$ cat src/rtl/cc_pkg.sv
// Shared cache-controller constants and types: geometry of the tag/index/offset
// split, the refill bus width and the miss-fill state encoding.
package cc_pkg;

   localparam int unsigned TAG_W      = 18;
   localparam int unsigned IDX_W      = 8;
   localparam int unsigned OFF_W      = 6;
   localparam int unsigned LINE_BYTES = 64;
   localparam int unsigned LINE_W     = LINE_BYTES * 8;
   localparam int unsigned BUS_W      = 128;
   localparam int unsigned BEATS      = LINE_W / BUS_W;
   localparam int unsigned CNT_W      = $clog2(BEATS);
   localparam int unsigned WORD_W     = 32;
   localparam int unsigned WSEL_W     = OFF_W - 2;
   localparam int unsigned ADDR_W     = TAG_W + IDX_W + OFF_W;

   typedef enum logic [2:0] {
      IDLE  = 3'd0,
      REQ   = 3'd1,
      DATA  = 3'd2,
      WRITE = 3'd3,
      DONE  = 3'd4
   } state_e;

   // Line-aligned memory address for a tag/index pair.
   function automatic logic [ADDR_W-1:0] line_addr(input logic [TAG_W-1:0] tag,
                                                   input logic [IDX_W-1:0] idx);
      return {tag, idx, {OFF_W{1'b0}}};
   endfunction

   // Index of the 32-bit word inside the line; the byte-within-word bits drop out.
   function automatic logic [WSEL_W-1:0] word_index(input logic [OFF_W-1:0] off);
      return off[OFF_W-1:2];
   endfunction

endpackage

$ cat src/rtl/cc_miss_fill_if.sv
// AXI-style read-address / read-data channel between the refill engine (master)
// and the memory side (slave).
interface cc_miss_fill_if;
   import cc_pkg::*;

   logic [ADDR_W-1:0] araddr;
   logic [7:0]        arlen;
   logic              arvalid;
   logic              arready;
   logic [BUS_W-1:0]  rdata;
   logic [1:0]        rresp;
   logic              rlast;
   logic              rvalid;
   logic              rready;

   modport master (
      output araddr, arlen, arvalid, rready,
      input  arready, rdata, rresp, rlast, rvalid
   );

   modport slave (
      input  araddr, arlen, arvalid, rready,
      output arready, rdata, rresp, rlast, rvalid
   );

endinterface

$ cat src/rtl/cc_line_buffer.sv
// Refill line buffer: BEATS x BUS_W registers written one beat at a time.
// Exposes the line as it will stand after the current write (so the final beat
// can be committed to the SRAM in the same edge it arrives) and a 32-bit word
// select over the stored line.
module cc_line_buffer
   import cc_pkg::*;
(
   input  logic              clk,
   input  logic              rst_n,
   input  logic              wr_en_i,
   input  logic [CNT_W-1:0]  wr_beat_i,
   input  logic [BUS_W-1:0]  wr_data_i,
   input  logic [WSEL_W-1:0] word_sel_i,
   output logic [LINE_W-1:0] line_d_o,
   output logic [WORD_W-1:0] word_o
);

   logic [BUS_W-1:0]  beat_q [BEATS];
   logic [LINE_W-1:0] line_s;

   // Store each accepted beat in its slot; cleared by reset.
   always_ff @(posedge clk or negedge rst_n) begin
      if (!rst_n) begin
         for (int b = 0; b < BEATS; b++) begin
            beat_q[b] <= '0;
         end
      end else if (wr_en_i) begin
         beat_q[wr_beat_i] <= wr_data_i;
      end
   end

   // Flatten stored beats, and the same line with this cycle's beat merged in.
   always_comb begin
      line_s   = '0;
      line_d_o = '0;
      for (int b = 0; b < BEATS; b++) begin
         line_s[b*BUS_W +: BUS_W] = beat_q[b];
         if (wr_en_i && (wr_beat_i == CNT_W'(b))) begin
            line_d_o[b*BUS_W +: BUS_W] = wr_data_i;
         end else begin
            line_d_o[b*BUS_W +: BUS_W] = beat_q[b];
         end
      end
   end

   assign word_o = line_s[word_sel_i * WORD_W +: WORD_W];

endmodule

$ cat src/rtl/cc_miss_fill.sv
// Miss refill engine: captures a miss, bursts the 64-byte line in over the read
// channel, writes line and {valid, tag} to the SRAMs for one cycle, then pulses
// the requested word back. All outputs come straight from registers.
module cc_miss_fill
   import cc_pkg::*;
(
   input  logic                clk,
   input  logic                rst_n,
   input  logic                miss_i,
   input  logic [TAG_W-1:0]    tag_i,
   input  logic [IDX_W-1:0]    index_i,
   input  logic [OFF_W-1:0]    offset_i,
   output logic                busy_o,
   cc_miss_fill_if.master      axi,
   output logic                tag_wren_o,
   output logic [IDX_W-1:0]    tag_waddr_o,
   output logic [TAG_W:0]      tag_wdata_o,
   output logic                data_wren_o,
   output logic [IDX_W-1:0]    data_waddr_o,
   output logic [LINE_W-1:0]   data_wdata_o,
   output logic                resp_valid_o,
   output logic [WORD_W-1:0]   resp_data_o,
   output logic                err_o
);

   state_e              state_q;
   logic [TAG_W-1:0]    tag_q;
   logic [IDX_W-1:0]    idx_q;
   logic [WSEL_W-1:0]   wsel_q;
   logic [CNT_W-1:0]    cnt_q;
   logic                busy_q;
   logic [ADDR_W-1:0]   araddr_q;
   logic [7:0]          arlen_q;
   logic                arvalid_q;
   logic                rready_q;
   logic                tag_wren_q;
   logic [TAG_W:0]      tag_wdata_q;
   logic                data_wren_q;
   logic [LINE_W-1:0]   data_wdata_q;
   logic                resp_valid_q;
   logic [WORD_W-1:0]   resp_data_q;
   logic                err_q;

   logic                beat_s;
   logic                last_beat_s;
   logic                beat_err_s;
   logic [LINE_W-1:0]   line_d;
   logic [WORD_W-1:0]   word_s;

   assign beat_s      = (state_q == DATA) && rready_q && axi.rvalid;
   assign last_beat_s = (cnt_q == CNT_W'(BEATS - 1));
   // A bad response code or rlast on the wrong beat both count as bus errors.
   assign beat_err_s  = (axi.rresp != 2'b00) || (axi.rlast != last_beat_s);

   cc_line_buffer u_line_buffer (
      .clk        (clk),
      .rst_n      (rst_n),
      .wr_en_i    (beat_s),
      .wr_beat_i  (cnt_q),
      .wr_data_i  (axi.rdata),
      .word_sel_i (wsel_q),
      .line_d_o   (line_d),
      .word_o     (word_s)
   );

   // Refill FSM with registered handshake, SRAM-write and response outputs.
   always_ff @(posedge clk or negedge rst_n) begin
      if (!rst_n) begin
         state_q      <= IDLE;
         tag_q        <= '0;
         idx_q        <= '0;
         wsel_q       <= '0;
         cnt_q        <= '0;
         busy_q       <= 1'b0;
         araddr_q     <= '0;
         arlen_q      <= 8'h00;
         arvalid_q    <= 1'b0;
         rready_q     <= 1'b0;
         tag_wren_q   <= 1'b0;
         tag_wdata_q  <= '0;
         data_wren_q  <= 1'b0;
         data_wdata_q <= '0;
         resp_valid_q <= 1'b0;
         resp_data_q  <= '0;
         err_q        <= 1'b0;
      end else begin
         // Enables and the response are single-cycle pulses.
         tag_wren_q   <= 1'b0;
         data_wren_q  <= 1'b0;
         resp_valid_q <= 1'b0;
         case (state_q)
            IDLE: begin
               if (miss_i) begin
                  tag_q     <= tag_i;
                  idx_q     <= index_i;
                  wsel_q    <= word_index(offset_i);
                  cnt_q     <= '0;
                  araddr_q  <= line_addr(tag_i, index_i);
                  arlen_q   <= 8'(BEATS - 1);
                  arvalid_q <= 1'b1;
                  busy_q    <= 1'b1;
                  state_q   <= REQ;
               end
            end
            REQ: begin
               if (axi.arready) begin
                  arvalid_q <= 1'b0;
                  rready_q  <= 1'b1;
                  state_q   <= DATA;
               end
            end
            DATA: begin
               if (beat_s) begin
                  if (beat_err_s) begin
                     err_q <= 1'b1;
                  end
                  cnt_q <= cnt_q + CNT_W'(1);
                  if (last_beat_s) begin
                     rready_q     <= 1'b0;
                     tag_wren_q   <= 1'b1;
                     tag_wdata_q  <= {1'b1, tag_q};
                     data_wren_q  <= 1'b1;
                     data_wdata_q <= line_d;
                     state_q      <= WRITE;
                  end
               end
            end
            WRITE: begin
               resp_valid_q <= 1'b1;
               resp_data_q  <= word_s;
               state_q      <= DONE;
            end
            DONE: begin
               busy_q  <= 1'b0;
               state_q <= IDLE;
            end
            default: begin
               busy_q    <= 1'b0;
               arvalid_q <= 1'b0;
               rready_q  <= 1'b0;
               state_q   <= IDLE;
            end
         endcase
      end
   end

   assign busy_o       = busy_q;
   assign axi.araddr   = araddr_q;
   assign axi.arlen    = arlen_q;
   assign axi.arvalid  = arvalid_q;
   assign axi.rready   = rready_q;
   assign tag_wren_o   = tag_wren_q;
   assign tag_waddr_o  = idx_q;
   assign tag_wdata_o  = tag_wdata_q;
   assign data_wren_o  = data_wren_q;
   assign data_waddr_o = idx_q;
   assign data_wdata_o = data_wdata_q;
   assign resp_valid_o = resp_valid_q;
   assign resp_data_o  = resp_data_q;
   assign err_o        = err_q;

endmodule

$ cat src/flat_wrapper.sv
// flat-port wrapper written by rule: the top's interface ports become plain ports
module cc_miss_fill_flat import cc_pkg::*;
  (clk, rst_n, miss_i, tag_i, index_i, offset_i, busy_o, tag_wren_o, tag_waddr_o, tag_wdata_o, data_wren_o, data_waddr_o, data_wdata_o, resp_valid_o, resp_data_o, err_o, axi_araddr, axi_arlen, axi_arvalid, axi_rready, axi_arready, axi_rdata, axi_rresp, axi_rlast, axi_rvalid);
  cc_miss_fill_if axi_i ();
  input  logic clk;
  input  logic rst_n;
  input  logic miss_i;
  input  logic [TAG_W-1:0] tag_i;
  input  logic [IDX_W-1:0] index_i;
  input  logic [OFF_W-1:0] offset_i;
  output logic busy_o;
  output logic tag_wren_o;
  output logic [IDX_W-1:0] tag_waddr_o;
  output logic [TAG_W:0] tag_wdata_o;
  output logic data_wren_o;
  output logic [IDX_W-1:0] data_waddr_o;
  output logic [LINE_W-1:0] data_wdata_o;
  output logic resp_valid_o;
  output logic [WORD_W-1:0] resp_data_o;
  output logic err_o;
  output wire logic [$bits(axi_i.araddr)-1:0] axi_araddr;
  output wire logic [$bits(axi_i.arlen)-1:0] axi_arlen;
  output wire logic [$bits(axi_i.arvalid)-1:0] axi_arvalid;
  output wire logic [$bits(axi_i.rready)-1:0] axi_rready;
  input wire logic [$bits(axi_i.arready)-1:0] axi_arready;
  input wire logic [$bits(axi_i.rdata)-1:0] axi_rdata;
  input wire logic [$bits(axi_i.rresp)-1:0] axi_rresp;
  input wire logic [$bits(axi_i.rlast)-1:0] axi_rlast;
  input wire logic [$bits(axi_i.rvalid)-1:0] axi_rvalid;
  assign axi_araddr = axi_i.araddr;
  assign axi_arlen = axi_i.arlen;
  assign axi_arvalid = axi_i.arvalid;
  assign axi_rready = axi_i.rready;
  assign axi_i.arready = axi_arready;
  assign axi_i.rdata = axi_rdata;
  assign axi_i.rresp = axi_rresp;
  assign axi_i.rlast = axi_rlast;
  assign axi_i.rvalid = axi_rvalid;
  cc_miss_fill u_core (.clk(clk), .rst_n(rst_n), .miss_i(miss_i), .tag_i(tag_i), .index_i(index_i), .offset_i(offset_i), .busy_o(busy_o), .axi(axi_i), .tag_wren_o(tag_wren_o), .tag_waddr_o(tag_waddr_o), .tag_wdata_o(tag_wdata_o), .data_wren_o(data_wren_o), .data_waddr_o(data_waddr_o), .data_wdata_o(data_wdata_o), .resp_valid_o(resp_valid_o), .resp_data_o(resp_data_o), .err_o(err_o));
endmodule
$ cat config.mk
export PLATFORM = sky130hd
export DESIGN_NAME = cc_miss_fill_flat
export DESIGN_NICKNAME = d
export VERILOG_FILES = /design/src/rtl/cc_pkg.sv /design/src/rtl/cc_miss_fill_if.sv /design/src/rtl/cc_line_buffer.sv /design/src/rtl/cc_miss_fill.sv /design/src/flat_wrapper.sv
export SDC_FILE = /design/constraint.sdc
export NUM_CORES = 1
export LEC_CHECK = 0
export BUFFER_PORTS_ARGS = -buffer_cell sky130_fd_sc_hd__buf_2
export CORE_MARGIN = 5
export CORE_UTILIZATION = 33
export DETAILED_ROUTE_END_ITERATION = 10
export SYNTH_ARGS = -nofsm -noshare
export SYNTH_HDL_FRONTEND = slang
export SYNTH_SLANG_ARGS = --single-unit
$ cat constraint.sdc
create_clock -name clk -period 3.2 [get_ports clk]
set_input_delay 0.64 -clock clk [delete_from_list [all_inputs] [get_ports clk]]
set_output_delay 0.64 -clock clk [all_outputs]
set_load 0.005 [all_outputs]
=== Yosys cells after proc, flatten, opt, wreduce, memory -nomap -nowiden ===
Cells that the tools add are included.

* Register bits after elaboration: 1,143
* Latch bits: 0
* RAM bits: 0
* ROM bits: 0
* Output and inout bits: 626
* Word-level logic and storage cells: 90
* Memories: 0

* Add/subtract/negate cells: 1
* Multipliers: 0
* Divide/modulo/power cells: 0
* Magnitude comparators: 2
* Eq/ne operators: 12
* Shift operators: 1
* Mux-type cells: 27
* Bitwise gates (word level): 4
* Reduce and logical (&&, ||, !) cells: 23

{| class="wikitable"
|+ Operators with widths
! operator !! count
|-
| $mux W128 || 5
|-
| $bwmux W512 || 1
|-
| $shiftx A512 B10 Y32 || 1
|-
| $demux W128 S2 || 1
|-
| $mux W3 || 4
|-
| $pmux W3 S4 || 1
|-
| $reduce_and A3 Y1 || 4
|-
| $mux W1 || 9
|-
| $reduce_or A3 Y1 || 3
|-
| $reduce_and A4 Y1 || 2
|-
| $logic_and A1 B1 Y1 || 7
|-
| $eq A3 B2 Y1 const B || 2
|-
| $ne A2 B2 Y1 const B || 3
|-
| $pmux W1 S3 || 2
|-
| $eq A2 B2 Y1 const B || 2
|-
| $mux W2 || 2
|-
| $pmux W2 S2 || 1
|-
| $reduce_and A2 Y1 || 2
|-
| $reduce_bool A2 Y1 || 2
|-
| $eq A3 B1 Y1 const B || 1
|-
| $eq A3 B3 Y1 const B || 1
|-
| $ge A3 B3 Y1 const B || 1
|-
| $logic_not A3 Y1 || 1
|-
| $lt A3 B1 Y1 const B || 1
|-
| 9 further kinds || 11
|}

=== Logic depth before layout (Yosys ltp) ===
* Depth after elaboration: 6
* Gate-level depth with buffers: 9

=== Hierarchy ===
A second synthesis with hierarchy kept.

* Cells, all modules: 2,830
* Area total of the unflattened synthesis: 49,195.9 um^2

{| class="wikitable"
|+ Modules (own cells, without submodules)
! module !! instances !! cells an instance !! area an instance (um^2) !! seq. area each (um^2)
|-
| cc_miss_fill || 1 || 1,332 || 25,029.0 || 15,139.5
|-
| cc_line_buffer || 1 || 1,498 || 24,166.9 || 12,812.3
|}

=== Worst setup path before layout ===
No wires, ideal clock.

* Kind: input to register
* Start: in axi_rvalid
* End: reg u_core.data_wdata_q[193], in the netlist u_core.data_wdata_o[193]
* Library setup time: 125 ps
* Data arrival time: 2,046 ps
* Required time: 3,075 ps
* Setup slack: 1,029 ps
* Stages: 7
* Buffers on the path: 3
* Cells stage by stage: and2_0 -> clkbuf_1 -> nand3_2 -> inv_2 -> buf_2 -> buf_2 -> mux2_2

* Longest elaborated chain between the ends: 3

{| class="wikitable"
|+ Ends and longest elaborated chain
! what !! line !! RTL
|-
| start, declared || flat_wrapper.sv:29 || <nowiki>input wire logic [$bits(axi_i.rvalid)-1:0] axi_rvalid;</nowiki>
|-
| $logic_and A1 B1 Y1 (*) || cc_miss_fill.sv:50 || <nowiki>assign beat_s = (state_q == DATA) && rready_q && axi.rvalid;</nowiki>
|-
| $logic_and A1 B1 Y1 || cc_line_buffer.sv:38 || <nowiki>if (wr_en_i && (wr_beat_i == CNT_W'(b))) begin</nowiki>
|-
| $mux W128 || cc_line_buffer.sv:38 ||
|-
| end signal, assigned || cc_miss_fill.sv:123 || <nowiki>data_wdata_q <= line_d;</nowiki>
|-
| end, declared || cc_miss_fill.sv:39 || <nowiki>logic [LINE_W-1:0] data_wdata_q;</nowiki>
|}

Mark *: on every way between the ends. The rest lies on a longest branch, timed or not.
A chain may end at the register's enable or synchronous reset.

=== Worst setup path after layout ===
* Start: reg u_core.state_q[1]
* End: reg u_core.data_wdata_q[15], in the netlist u_core.data_wdata_o[15]

* Longest elaborated chain between the ends: 5

{| class="wikitable"
|+ Ends and longest elaborated chain
! what !! line !! RTL
|-
| start, declared || cc_miss_fill.sv:26 || <nowiki>state_e state_q;</nowiki>
|-
| start signal, assigned || cc_miss_fill.sv:69 || <nowiki>state_q <= IDLE;</nowiki>
|-
| start signal, assigned || cc_miss_fill.sv:102 || <nowiki>state_q <= REQ;</nowiki>
|-
| start signal, assigned || cc_miss_fill.sv:109 || <nowiki>state_q <= DATA;</nowiki>
|-
| $eq A3 B2 Y1 (*) || cc_miss_fill.sv:50, cc_miss_fill.sv:91 ||
|-
| $logic_and A1 B1 Y1 (2 in a row) || cc_miss_fill.sv:50 ||
|-
| $logic_and A1 B1 Y1 || cc_line_buffer.sv:38 ||
|-
| $mux W128 || cc_line_buffer.sv:38 ||
|}

Marked as above.

==> reports/qor.yml <==
core_area_mm2: 0.141
ys_warn_count: 0
r2r_start: "u_core.state_q[1]$_DFFE_PN0P_"
ff2ff_path_depth: 5
rows: 138
track_usage_pct: 19.1
netlist.top_cell.by_area: "dfrtp_1"
antenna_found_initial: 10
fillers: 13300
fin_util_pct: 40.6
via_count: 30000
drt-total-wl_um: 146000
max-clock-path-buffers: 3
drtPass1Iterations: 5
ys_async_sr_fraction_pct: 100
status: "finished, final reports clean"
avgViaCountPerCell: 4.86
num_io_pins: 794
overflow: 0
rsz0062_at_grt: "false"
syn_inst: 3380
cp_cell_sequence: "nor3b_4, nand3_4, buf_12, mux2_4, mux2_2"
ir_drop_mv: 0.478
end_kind: "flop"
setup_viol: 0
crit_buf_inv: 1
first_global_vias: 31800
instances_no_fill: 6184
period_share_pct: 80.1
max_freq_mhz: 390
antenna_left: 0
final_area_mm2: 0.0573
maxSlewHeadroom_pct: 33.2
ys_types: 37
chipWidth_um: 386
cts_setup_buffers: 0
die_h_um: 386
start_util_pct: 33.1
cts.reportedPaths.clkPinSlew_ns: 0.07
grt_pass1_wl_um: 214000
cts_resized: 0
cts_made_buffers: 120
startpoint_type: "flop"
cp_max_fo: 62
synth_edf_count: 0
cts_tree: "built"
ys_seq_area_share_pct: 59.9
synthFlopType: "dfrtp_1"
fin_skew_ns: 0.0244
critical_path.endpoint: "u_core.data_wdata_o[15]$_DFFE_PN0P_"
path_class: "reg2reg"
dp_hpwl_um: 101000
htreeDepth: 3
cp_top_family: "multiplexers"
p_per_area_mw_per_mm2: 854
drcViolationCount: 0
insertion_delay_ns: 0.73
cp.arrival_ns: 3.16
final-max-slew-violation-count: 0
startpoint: "u_core.state_q[1]$_DFFE_PN0P_"
syn_avg_cell_area_um2: 13.8
syn_to_final_growth_pct: 22.8
worst_path_max_delay_cell: "nor3b_4"
rrSetupSlack_ns: 0.64
power_leakage_nw: 31.5
wl_per_cell_um: 23.6
dieArea_mm2: 0.149
io_buffers: 779
total_power_mw: 49.0
worstReg2RegEnd: "u_core.data_wdata_o[15]$_DFFE_PN0P_"
setup_ws_ns: 0.637
placedCellCount: 5951
drv_cap: 0
hold_viol_final: 0
ys_top_cells_by_area: "dfrtp_1, mux2_4, mux2_2"
place_ws_ns: 0.585
fin_crit_ns: 2.56
yosysMostFrequentCell: "dfrtp_1"
slowest_delay_ns: 0.56
drive_gt1_share_pct: 45.7
worst_ep_required_time_ns: 3.80
root_buffer: "clkbuf_16"
setup-tns-final_ns: 0
placed_area_mm2: 0.0531
grt_start_max_net_pins: 97
drt_iter0_drc: 1785
clkSinkCount: 1117
crit_cells: 5
synth.cell_area_mm2: 0.0467
synth_top_area_share_pct: 59.9
nets: 4356
min_path_type: "in2reg"
synthTopCellsByCount: "dfrtp_1, nand2_1, mux2_2, mux2_4, mux2i_1"
gp_congestion: 0.815
hold_ws_ns: 0.0981
synth-seq-cells: 1117
tightestPinTransition_ns: 1.00
registers in the layout (all words and copies together), names as in the netlist, 2 cells and up:
name and cells:
u_core.data_wdata_o 512, u_core.u_line_buffer.beat_q 512, u_core.resp_data_o 32, u_core.tag_wdata_o 19, u_core.tag_q 17, u_core.data_waddr_o 7, u_core.wsel_q 4, u_core.state_q 3
u_core.axi.araddr 2, u_core.cnt_q 2
layer usage:
layer  global-route usage, %  part of all wire, %
met2                    31.5                   48
met1                    25.7                   44
met4                    5.49                  2.5
met5                       0               0.0089
met3                    3.71                  5.8
worst reg2reg max path, cell delays in order (launching register included):
cell	delay [ns]
dfrtp_1	0.48
nor3b_4	0.56
nand3_4	0.16
buf_12	0.22
mux2_4	0.75
mux2_2	0.27
placed cells by master, fill, tap and decap left out, types with 4 or more instances in the layout:
cell type / count
inv_1: 5
diode_2: 9
inv_8: 5
buf_4: 77
buf_2: 778
nand2_1: 844
ha_1: 4
nand3_4: 4
mux2i_1: 137
clkbuf_16: 120
clkinvlp_4: 8
mux2_4: 360
clkbuf_1: 12
conb_1: 12
o21ai_0: 5
a21oi_1: 21
clkbuf_8: 33
nand4_1: 23
dfrtp_1: 1114
mux4_2: 60
clkinv_2: 26
bufinv_16: 11
nor2_1: 33
nand3_1: 5
a22oi_1: 64
mux2_2: 408
buf_12: 44
a31oi_1: 30
where the power goes:
part,switching (mW),internal (mW)
logic,6.87,7.15
registers,2.61,17.8
clock network,6.02,8.56
worst min path at each step:
stage,start,to,slack [ns],cells after the start
3_3_place_gp,u_core.tag_wdata_o[18]$_DFFE_PN0P_,u_core.tag_wdata_o[18]$_DFFE_PN0P_,0.45,1
4_1_cts,index_i[6],u_core.data_waddr_o[6]$_DFFE_PN0P_,0.0007,3
6_report,index_i[6],u_core.data_waddr_o[6]$_DFFE_PN0P_,0.1,3
3_5_place_dp,u_core.tag_wdata_o[18]$_DFFE_PN0P_,u_core.tag_wdata_o[18]$_DFFE_PN0P_,0.45,1
2_1_floorplan,rst_n,u_core.axi.araddr[13]$_DFFE_PN0P_,0.34,0
5_1_grt,index_i[3],u_core.data_waddr_o[3]$_DFFE_PN0P_,0.05,3
cell type report:
cell class	instances	area, µm²	area share (%)
antenna	9	22.5	0.0393
clock buffer	165	3500	6.11
clock inverter	58	678	1.18
inverter	7	36.3	0.0633
multi-input combinational	2037	17400	30.3
sequential	1117	28000	48.8
tap	1890	2360	4.13
timing repair buffer	901	5380	9.38
cells by family (layout without fill, tap and decap cells):
family          count (synthesis)  in the layout  synth area share [%]
compound gates                126            126                  1.82
xor+xnor                        1              1                0.0188
fa+ha+maj                       4              4                 0.107
buf+inv                       237           1131                  3.16
flops                        1117           1117                  59.9
mux                           965            965                  27.2
other cells                     1             21               0.00803
simple gates                  929            929                  7.78
timing repair:
action | CTS | global route
endpoints found under the setup margin | 0 | 0
hold buffers | 1 | 0
hold endpoints to repair | 17 | 0
(Power assumes the default switching activity.)
